## src/rtl/mem_pkg.sv

```systemverilog
// Shared definitions for the data-memory interface: FSM encodings and default sizes.
package mem_pkg;

    // Default data-path widths and data-memory depth (in 64-bit words).
    localparam int unsigned DMEM_DATA_W = 64;
    localparam int unsigned DMEM_ADDR_W = 64;
    localparam int unsigned DMEM_SIZE   = 64;

    // Width of the wait-state counter; bounds WAIT_CYCLES to 1..15.
    localparam int unsigned MAU_CNT_W   = 4;
    localparam int unsigned MAU_WAIT_MAX = 15;

    // Access-unit FSM states.
    typedef enum logic [1:0] {
        MAU_IDLE   = 2'd0,
        MAU_ACCESS = 2'd1,
        MAU_RESP   = 2'd2
    } mau_state_e;

endpackage : mem_pkg

```

## src/rtl/mem_access_unit.sv

```systemverilog
// Initiator for the data memory: takes one load/store at a time from the MEM
// stage, drives the memory pins for WAIT_CYCLES cycles and returns the result.
module mem_access_unit
    import mem_pkg::*;
#(
    parameter int unsigned WAIT_CYCLES = 1,
    parameter int unsigned MEM_SIZE    = DMEM_SIZE,
    parameter int unsigned DATA_W      = DMEM_DATA_W,
    parameter int unsigned ADDR_W      = DMEM_ADDR_W
) (
    input  logic              clk,
    input  logic              rst,

    input  logic              req_valid,
    output logic              req_ready,
    input  logic              req_write,
    input  logic [ADDR_W-1:0] req_addr,
    input  logic [DATA_W-1:0] req_wdata,

    output logic              resp_valid,
    input  logic              resp_ready,
    output logic [DATA_W-1:0] resp_rdata,
    output logic              resp_err,

    output logic [ADDR_W-1:0] mem_address,
    output logic [DATA_W-1:0] mem_wdata,
    output logic              mem_read,
    output logic              mem_write,
    input  logic [DATA_W-1:0] mem_rdata
);

    localparam int unsigned CNT_W = MAU_CNT_W;
    localparam logic [CNT_W-1:0] CNT_INIT = CNT_W'(WAIT_CYCLES - 1);
    localparam logic [ADDR_W-1:0] ADDR_LIMIT = ADDR_W'(MEM_SIZE);

    // Counter is only 4 bits and a zero wait count has no ACCESS cycle to strobe in.
    if (WAIT_CYCLES == 0 || WAIT_CYCLES > MAU_WAIT_MAX) begin : g_wait_cycles_illegal
        $error("mem_access_unit: WAIT_CYCLES=%0d outside legal range 1..%0d",
               WAIT_CYCLES, MAU_WAIT_MAX);
    end

    // ------------------------------------------------------------------
    // State, counter and latched request
    // ------------------------------------------------------------------
    mau_state_e        r_state;
    mau_state_e        w_state_nxt;
    logic [CNT_W-1:0]  r_cnt;
    logic [CNT_W-1:0]  w_cnt_nxt;

    logic              r_write;
    logic              r_err;
    logic [ADDR_W-1:0] r_addr;
    logic [DATA_W-1:0] r_wdata;

    logic              w_accept;
    logic              w_addr_oob;
    logic              w_last;

    // Request fields as they will be after the coming edge.
    logic              w_nxt_write;
    logic              w_nxt_err;
    logic [ADDR_W-1:0] w_nxt_addr;
    logic [DATA_W-1:0] w_nxt_wdata;
    logic              w_nxt_access;

    // Next values of the registered outputs.
    logic              w_req_ready_nxt;
    logic              w_resp_valid_nxt;
    logic [DATA_W-1:0] w_resp_rdata_nxt;
    logic              w_resp_err_nxt;
    logic [ADDR_W-1:0] w_mem_address_nxt;
    logic [DATA_W-1:0] w_mem_wdata_nxt;
    logic              w_mem_read_nxt;
    logic              w_mem_write_nxt;

    assign w_accept   = (r_state == MAU_IDLE) && req_valid;
    assign w_addr_oob = (req_addr >= ADDR_LIMIT);
    assign w_last     = (r_state == MAU_ACCESS) && (r_cnt == CNT_W'(0));

    // State and wait counter register.
    always_ff @(posedge clk or posedge rst) begin
        if (rst) begin
            r_state <= MAU_IDLE;
            r_cnt   <= '0;
        end else begin
            r_state <= w_state_nxt;
            r_cnt   <= w_cnt_nxt;
        end
    end

    // Next-state and counter decode. An out-of-range request spends one
    // ACCESS cycle with the memory pins idle so it answers one edge later.
    always_comb begin
        w_state_nxt = r_state;
        w_cnt_nxt   = r_cnt;
        unique case (r_state)
            MAU_IDLE: begin
                if (req_valid) begin
                    w_state_nxt = MAU_ACCESS;
                    w_cnt_nxt   = w_addr_oob ? CNT_W'(0) : CNT_INIT;
                end
            end
            MAU_ACCESS: begin
                if (r_cnt == CNT_W'(0)) begin
                    w_state_nxt = MAU_RESP;
                end else begin
                    w_cnt_nxt = r_cnt - CNT_W'(1);
                end
            end
            MAU_RESP: begin
                if (resp_ready) begin
                    w_state_nxt = MAU_IDLE;
                end
            end
            default: begin
                w_state_nxt = MAU_IDLE;
                w_cnt_nxt   = '0;
            end
        endcase
    end

    // Latch the request on the accepting edge; held for the whole transaction.
    always_ff @(posedge clk or posedge rst) begin
        if (rst) begin
            r_write <= 1'b0;
            r_err   <= 1'b0;
            r_addr  <= '0;
            r_wdata <= '0;
        end else if (w_accept) begin
            r_write <= req_write;
            r_err   <= w_addr_oob;
            r_addr  <= req_addr;
            r_wdata <= req_wdata;
        end
    end

    // Output decode from next state and next request fields, so every pin
    // comes straight off a flop with no comb path from req_* to mem_*.
    always_comb begin
        w_nxt_write  = w_accept ? req_write  : r_write;
        w_nxt_err    = w_accept ? w_addr_oob : r_err;
        w_nxt_addr   = w_accept ? req_addr   : r_addr;
        w_nxt_wdata  = w_accept ? req_wdata  : r_wdata;
        w_nxt_access = (w_state_nxt == MAU_ACCESS) && !w_nxt_err;

        w_req_ready_nxt   = (w_state_nxt == MAU_IDLE);
        w_resp_valid_nxt  = (w_state_nxt == MAU_RESP);
        w_mem_read_nxt    = w_nxt_access && !w_nxt_write;
        w_mem_write_nxt   = w_nxt_access && w_nxt_write && (w_cnt_nxt == CNT_W'(0));
        w_mem_address_nxt = w_nxt_access ? w_nxt_addr : '0;
        w_mem_wdata_nxt   = (w_nxt_access && w_nxt_write) ? w_nxt_wdata : '0;

        w_resp_rdata_nxt  = resp_rdata;
        w_resp_err_nxt    = resp_err;
        if (w_last) begin
            w_resp_rdata_nxt = (r_write || r_err) ? '0 : mem_rdata;
            w_resp_err_nxt   = r_err;
        end else if (w_accept) begin
            w_resp_rdata_nxt = '0;
            w_resp_err_nxt   = 1'b0;
        end
    end

    // Output registers.
    always_ff @(posedge clk or posedge rst) begin
        if (rst) begin
            req_ready   <= 1'b1;
            resp_valid  <= 1'b0;
            resp_rdata  <= '0;
            resp_err    <= 1'b0;
            mem_address <= '0;
            mem_wdata   <= '0;
            mem_read    <= 1'b0;
            mem_write   <= 1'b0;
        end else begin
            req_ready   <= w_req_ready_nxt;
            resp_valid  <= w_resp_valid_nxt;
            resp_rdata  <= w_resp_rdata_nxt;
            resp_err    <= w_resp_err_nxt;
            mem_address <= w_mem_address_nxt;
            mem_wdata   <= w_mem_wdata_nxt;
            mem_read    <= w_mem_read_nxt;
            mem_write   <= w_mem_write_nxt;
        end
    end

endmodule : mem_access_unit
```

## config.mk

```make
export PLATFORM = sky130hd
export DESIGN_NAME = mem_access_unit
export DESIGN_NICKNAME = d
export VERILOG_FILES = /design/src/rtl/mem_pkg.sv /design/src/rtl/mem_access_unit.sv
export SDC_FILE = /design/constraint.sdc
export NUM_CORES = 1
export LEC_CHECK = 0
export CORE_UTILIZATION = 46
export CTS_CLUSTER_SIZE = 12
export DETAILED_ROUTE_END_ITERATION = 8
export HOLD_SLACK_MARGIN = 0.08
export PLACE_DENSITY = 0.81
export SYNTH_ARGS = -nofsm -noshare
export SYNTH_HDL_FRONTEND = slang
export SYNTH_SLANG_ARGS = --single-unit
```

## constraint.sdc

```tcl
create_clock -name clk -period 15.93 [get_ports clk]
set_input_delay 3.186 -clock clk [delete_from_list [all_inputs] [get_ports clk]]
set_output_delay 3.186 -clock clk [all_outputs]
set_load 0.01 [all_outputs]
```

# == Word-level counts from Yosys, hierarchy flattened ==
# Cells that the tools add are included.
# word_totals
wordCells,52
out_inout_bits,197
inputBits,197
register_bits,333
# classes
mux,18
eq_ne,4
magnitude_cmp,1
add_sub_neg,1
reduce_logical,14
# ops
operator,n
2-to-1 mux 64 bit,7
"greater-or-equal comparator 64 x 7 -> 1 bit, second input constant",1
one-hot mux 4 bit (3 select lines),1
logical NOT 4 bit,2
2-to-1 mux 4 bit,2
logical AND 1 bit,6
2-to-1 mux 2 bit,3
one-hot mux 2 bit (3 select lines),1
"== test 2 x 1 -> 1 bit, second input constant",2
"== test 2 bit, second input constant",2
logical NOT 2 bit,2
2-to-1 mux 1 bit,4
"subtractor 4 x 1 -> 4 bit, second input constant",1
logical NOT 1 bit,2
nonzero test 2 bit,1
logical OR 1 bit,1

# == Longest topological paths before layout ==
# Gate-level depths: netlist (run 1).
# depth
ltp_word,7
mapped_depth,9
mapped_depth_nobuf,7

# == Worst setup path before layout (run 1) ==
# Ideal clock, no wire load.
# synth_path
kind,input -> register
startpoint,in req_valid
endpoint,reg mem_wdata[44]
path_stages,5
required_time_ns,15.812
path_buffers,2
setup_time_ns,0.118
t_arrival_ns,4.429
setup_slack_ns,11.383
path_cell_list,nor3b_4 -> clkbuf_1 -> buf_2 -> mux2_2 -> nor2b_2
# synth_via
word_cells_on_any_way,11
cone_classes,eq/ne (1); mux (6); reduce/logical (4)
# synth_rtl
element,line,source
start: declaration,mem_access_unit.sv:14,"input logic req_valid,"
logical AND 1 bit,mem_access_unit.sv:76,assign w_accept = (r_state == MAU_IDLE) && req_valid;
2-to-1 mux 64 bit,--,
net w_nxt_wdata[44],mem_access_unit.sv:63,logic [DATA_W-1:0] w_nxt_wdata;
2-to-1 mux 64 bit,mem_access_unit.sv:151,w_mem_wdata_nxt = (w_nxt_access && w_nxt_write) ? w_nxt_wdata : '0;
net w_mem_wdata_nxt[44],mem_access_unit.sv:72,logic [DATA_W-1:0] w_mem_wdata_nxt;
end signal: assignment,mem_access_unit.sv:181,mem_wdata <= w_mem_wdata_nxt;
end: declaration,mem_access_unit.sv:26,"output logic [DATA_W-1:0] mem_wdata,"
# The timed path passes the listed nets, and every way through them passes these cells.
# A chain may end at the register's enable or synchronous reset.

# == Worst setup path in the final report (run 1) ==
# layout_path
startpoint,in req_valid
endpoint,reg mem_write
# layout_via
elab_chain_len,6
word_cells_on_any_way,13
cone_classes,eq/ne (1); mux (6); reduce/logical (6)
# layout_lines
element,line,source
2-to-1 mux 2 bit,mem_access_unit.sv:98,if (req_valid) begin
one-hot mux 2 bit (3 select lines),mem_access_unit.sv:96,unique case (r_state)
net w_state_nxt[0],mem_access_unit.sv:46,mau_state_e w_state_nxt;
== test 2 x 1 -> 1 bit,mem_access_unit.sv:144,w_nxt_access = (w_state_nxt == MAU_ACCESS) && !w_nxt_err;
logical AND 1 bit,mem_access_unit.sv:144,
logical AND 1 bit (2 in series),mem_access_unit.sv:149,w_mem_write_nxt = w_nxt_access && w_nxt_write && (w_cnt_nxt == CNT_W'(0));
net w_mem_write_nxt,mem_access_unit.sv:74,logic w_mem_write_nxt;
end signal: assignment,mem_access_unit.sv:183,mem_write <= w_mem_write_nxt;
end: declaration,mem_access_unit.sv:28,"output logic mem_write,"
# The timed path passes the listed nets, and every way through them passes these cells.

==> results.ini, run 1 <==
[timing]
setup_viol=0
timing.slew.headroom=0.320
final.min_clock_period_ns=5.83
clock_skew_ns=0.0250
final_min_period_over_clock_period=0.366
timing.final.hold_violations=0
fmax_mhz=171
tns_ns=0
slew_at_the_pin_closest_to_its_max_slew_limit_ns=1.02
unrepaired_setup_endpoints_after_global_routing=no
final_max_slew_viol_count=0

[global_routing]
first_pass_grt_wire_length_um=46100
number_of_global_route_vias_before_repair=8175
antenna_found_initial=0
grt_max_degree=110
grt.overflow.total=0
gr-usage-all-layers=0.230

[min_path]
holdCritPathClass=reg -> reg

[cells_and_area]
share_of_cells_above_drive_strength_1=0.175
layout_commonest_cell=clkdlybuf4s50_1
layout.filler_cells=1720
final_cell_mix=clkdlybuf4s50_1 (393), dfrtp_1 (332), mux2_2 (129)
fin_cells=1511
insertedDiodeCount=0
design.final.nets=1358
flow.area_growth_from_synthesis_pct=45.0

[cts]
hold_buf_count_cts=0
clock_tree.htree_level_count=2
tritoncts=built
clockBufferDepth=3
numCtsBuffers=36
post_cts_resized=0
cts.clk_slew.worst_paths_ns=0.05
cts-root-buf=clkbuf_16
insertion_delay_ns=0.51
post-cts-setup-buffer-count=0
cts_sinks=333

[floorplan]
core-area_um2=25200
boundaryPins=394
floorplan.die.height_um=162
rows=58
die_area_um2=26300
initial_core_util=0.469
floorplan.die.width_um=162

[placement]
dp.cells=1452
dp_hpwl_um=20800
routabilityCongestion=0.824
placement.io_buffers=393

[power]
vdd.ir_drop.worst_v=0.000103
leakage_nw=7.43
power.density_cell_area_nw_per_um2=137

[setup_path]
path_max_fanout=65
cp.arrival_ns=6.24
reg2regPathDepth=7
regToRegStartpoint=r_state[0]$_DFF_PP0_
r2r_setup_slack_ns=12.72
r2r_end=mem_write$_DFF_PP0_
required_time_worst_endpoint_ns=16.34
setup.worst_path.end=mem_write$_DFF_PP0_
timing.critical_path.slowest_stage_cell=buf_4
critical-path-top-delay-family=buffers and inverters
critPathBufInv=4
critPathCaptureType=flip-flop
worst_setup_path_start_kind=input port
setup.worst_path.class=in -> reg
worst-path-stages=8
timing.critical_path.mode_cell=buf_4
worst_path_largest_cell_delay_ns=0.71
cp_cell_sequence=clkdlybuf4s50_1 > nor3b_4 > buf_4 > buf_4 > a21o_1 > o211ai_1 > buf_4 > nor4_2
setup.worst_path.start=req_valid

[synthesis]
synth_seq_area_share=0.705
synth_cell_type_count=32
postSynthNetCount=959
area_of_the_mapped_netlist_um2=11800
synth_warnings=0
avgSynthCellArea_um2=15.5
postSynthCellCount=761
synth_seq_cells=333

[route]
route.final.wire_length_um=30600
number_of_nets_still_failing_antenna_checks_after_routing=0
detailroute.via_count=7598
wl_per_cell_um=20.2
route.detailed.vias_per_inst=5.03
drt_first_iter_violations=455
drc=0
dr.pass1.iters=4

[run_status]
outcome=finished clean

[job]
cap_violations=0

## cell usage after synthesis
cell type,number,share of area
a22o_1,64,0.047
nand3b_1,2,0.0013
nand2_1,7,0.0022
nor2_1,9,0.0029
buf_2,27,0.011
o21ai_1,1,0.00042
nand4_1,4,0.0021
a21oi_1,1,0.00042
nand2b_1,3,0.0016
nor2b_2,10,0.0074
nor4_2,2,0.0021
nor4_1,15,0.0079
ha_1,1,0.0011
clkbuf_1,9,0.0029
nor4_4,1,0.0018
o31ai_1,1,0.00064
clkbuf_2,1,0.00042
buf_6,5,0.0048
or3_1,1,0.00053
inv_1,3,0.00095
nor3b_4,1,0.0016
a21o_1,4,0.0025
nor2b_1,120,0.063
nor3b_1,1,0.00064
dfrtp_1,332,0.70
a31oi_1,1,0.00053
xnor2_1,1,0.00074
o21ai_0,1,0.00042
or3b_1,1,0.00074
o211ai_1,2,0.0013
dfstp_2,1,0.0022
mux2_2,129,0.12
## worst min-delay path by stage
stage | start | end | slack (ns) | cells after the start
detailed placement | r_addr[51]$_DFF_PP0_ | r_addr[51]$_DFF_PP0_ | 0.48 | 1
finish | r_wdata[59]$_DFF_PP0_ | r_wdata[59]$_DFF_PP0_ | 0.49 | 1
floorplan | r_wdata[44]$_DFF_PP0_ | r_wdata[44]$_DFF_PP0_ | 0.47 | 1
global route | r_addr[59]$_DFF_PP0_ | r_addr[59]$_DFF_PP0_ | 0.50 | 1
CTS | r_addr[15]$_DFF_PP0_ | r_addr[15]$_DFF_PP0_ | 0.49 | 1
global placement | r_wdata[3]$_DFF_PP0_ | r_wdata[3]$_DFF_PP0_ | 0.47 | 1
## per-layer routing
metal	wire length, um	track usage	vias to the layer above
met2	15200	0.394	303
met5	0	0	-
met4	641	0.0626	0
met3	3300	0.0924	41
met1	11400	0.264	3833
li1	-	-	3421
## sequential cells by signal, indices dropped and copies added (netlist names), 2 cells and up
register / count
resp_rdata: 64
r_wdata: 64
r_cnt: 4
mem_address: 64
mem_wdata: 64
r_addr: 64
r_state: 2
## kinds of logic after synthesis
| family | count (synthesis) | synth area share |
|---|---|---|
| buffers and inverters | 45 | 0.0204 |
| DFF | 333 | 0.705 |
| and+or+nand+nor | 177 | 0.0963 |
| adders and majority gates | 1 | 0.00106 |
| AOI/OAI and AO/OA | 75 | 0.0537 |
| xor gates and xnor gates | 1 | 0.000741 |
| muxes | 129 | 0.123 |
## where the power goes
part           switching, W  internal, W  leakage (nW)
Sequential        0.0000538      0.00102          4.35
Clock              0.000316     0.000458         0.542
Combinational      0.000223     0.000283          2.54
## stage by stage
step	util	hold slack, ns	power, W	setup WS (ns)	instance area, um^2
after floorplan	-	0.466	0.00145	3.52	11800
after global placement	0.637	0.474	0.00157	9.56	16000
after detailed placement	0.637	0.479	0.00160	9.51	16000
after CTS	0.681	0.493	0.00238	10.02	17100
after global routing	0.681	0.503	0.00247	9.80	17100
final	0.681	0.490	0.00236	10.10	17100
## area by class of cell
class / instances / area (um^2) / share of cell area
Clock buffer: 54 / 1060 / 0.0617
Inverter: 3 / 18.8 / 0.00109
Timing Repair Buffer: 403 / 4010 / 0.234
Tap cell: 330 / 413 / 0.0241
Sequential cell: 333 / 8330 / 0.486
Multi-Input combinational cell: 383 / 3270 / 0.190
Clock inverter: 5 / 43.8 / 0.00255
Power figures use the tool's default switching activity.
==> run 2: changes to the inputs <==
- CORE_UTILIZATION: 46 -> 41
- PLACE_DENSITY: 0.81 -> 0.77
- clock period: 15.93 -> 4.7 ns (I/O delays scaled with it)
==> results.ini, run 2 (synthesized netlist as in run 1, its figures left out) <==
[run_status]
outcome=finished clean

[route]
route.final.wire_length_um=30700  ; +0.56%
detailroute.via_count=7525  ; -0.96%
dr.pass1.iters=4  ; unchanged
wl_per_cell_um=19.6  ; -3.2%
number_of_nets_still_failing_antenna_checks_after_routing=0  ; unchanged
route.detailed.vias_per_inst=4.80  ; -4.6%
drc=0  ; unchanged
drt_first_iter_violations=279  ; -39%

[cts]
numCtsBuffers=37  ; +2.8%
clock_tree.htree_level_count=2  ; unchanged
post-cts-setup-buffer-count=0  ; unchanged
cts-root-buf=clkbuf_16
tritoncts=built
cts.clk_slew.worst_paths_ns=0.06  ; about the same
hold_buf_count_cts=0  ; unchanged
insertion_delay_ns=0.51  ; about the same
cts_sinks=333  ; unchanged
clockBufferDepth=3  ; unchanged
post_cts_resized=0  ; unchanged

[placement]
dp.cells=1505  ; +3.7%
placement.io_buffers=393  ; unchanged
place_ws_ns=1.15  ; -8.37 ns
dp_hpwl_um=21400  ; +3.0%
routabilityCongestion=0.763  ; -7.4%

[global_routing]
grt.overflow.total=0  ; unchanged
grt_max_degree=96  ; -13%
gr-usage-all-layers=0.205  ; -0.0244
number_of_global_route_vias_before_repair=8140  ; -0.43%
antenna_found_initial=1  ; +1
first_pass_grt_wire_length_um=45800  ; -0.66%

[timing]
fmax_mhz=333
unrepaired_setup_endpoints_after_global_routing=no
timing.slew.headroom=0.496  ; +0.176
clock_skew_ns=0.0109  ; -0.0142 ns
final.min_clock_period_ns=3.00
timing.final.hold_violations=0  ; unchanged
slew_at_the_pin_closest_to_its_max_slew_limit_ns=0.755  ; -0.264 ns
setup_viol=0  ; unchanged
fin_ws_ns=1.70  ; -8.40 ns
final_min_period_over_clock_period=0.638
final_max_slew_viol_count=0  ; unchanged

[cells_and_area]
fin_cells=1569  ; +3.8%
share_of_cells_above_drive_strength_1=0.182  ; +0.00624
layout_commonest_cell=clkdlybuf4s50_1
flow.area_growth_from_synthesis_pct=46.7
final_cell_mix=clkdlybuf4s50_1 (393), dfrtp_1 (332), mux2_2 (129)
design.final.nets=1364  ; +0.44%

[power]
vdd.ir_drop.worst_v=0.000347  ; +240%
power.density_cell_area_nw_per_um2=468  ; +240%
leakage_nw=7.49  ; +0.88%

[floorplan]
die_area_um2=29500  ; +12%
boundaryPins=394  ; unchanged
initial_core_util=0.421  ; -0.0486
floorplan.die.height_um=172  ; +5.8%
rows=61  ; +5.2%
floorplan.die.width_um=172  ; +5.8%
core-area_um2=28100  ; +12%

[setup_path]
required_time_worst_endpoint_ns=5.13  ; -11.21 ns
worst_setup_path_start_kind=input port
critPathCaptureType=flip-flop
path_max_fanout=26  ; -60%
setup.worst_path.class=in -> reg
cp.arrival_ns=3.43  ; -2.81 ns

[job]
cap_violations=0  ; unchanged

[min_path]
holdCritPathClass=reg -> reg

[run 2: final timing paths]
path                                      from                   endpoint  slack [ns]  cells past startpoint
min in group asynchronous                  rst    mem_wdata[55]$_DFF_PP0_        0.87                      2
setup reg to reg            r_cnt[0]$_DFF_PP0_  resp_rdata[9]$_DFFE_PP0P_        2.14                      7
setup / recovery                   req_addr[9]  mem_address[52]$_DFF_PP0_        1.70                      7
hold reg to reg            r_addr[1]$_DFF_PP0_        r_addr[1]$_DFF_PP0_        0.49                      1
hold / removal             r_addr[1]$_DFF_PP0_        r_addr[1]$_DFF_PP0_        0.49                      1
max in group asynchronous                  rst    mem_wdata[28]$_DFF_PP0_        2.91                      3
[run 2: cell type report]
class                           count  area (um^2)
Inverter                            3         15.0
Timing Repair Buffer              408         4080
Clock inverter                      9         80.1
Sequential cell                   333         8330
Antenna cell                        1         2.50
Tap cell                          378          473
Multi-Input combinational cell    383         3270
Clock buffer                       54         1090
Fill cell                        2137        10700
[run 2: worst max-delay path: stages]
cell,delay [ns]
clkdlybuf4s50_1,0.44
nor4_1,0.49
nand4_1,0.26
nor4_2,0.54
o21ai_4,0.27
buf_4,0.31
nor2b_1,0.16
[run 2: power by group]
group	leakage [nW]	total, W	switching [W]	internal, W
logic	2.57	0.00172	0.000755	0.000963
registers	4.35	0.00364	0.000176	0.00347
clock network	0.577	0.00276	0.00110	0.00166
total	7.49	0.00812	0.00203	0.00609
[run 2: stage by stage]
step	setup TNS [ns]	instance area [um^2]	utilization	power, W	hold slack, ns
final	0	17300	0.618	0.00812	0.489
after floorplan	-228.35	11800	-	0.00492	0.466
after CTS	0	17300	0.618	0.00823	0.492
after global routing	0	17300	0.618	0.00853	0.501
after detailed placement	0	16200	0.576	0.00542	0.479
after global placement	0	16200	0.576	0.00534	0.474
[run 2: per-layer routing]
metal | vias up | track usage | wire (um)
li1 | 3434 | - | -
met1 | 3752 | 0.226 | 11400
met2 | 293 | 0.363 | 15300
met3 | 46 | 0.0854 | 3390
met4 | 0 | 0.0546 | 612
met5 | - | 0 | 0
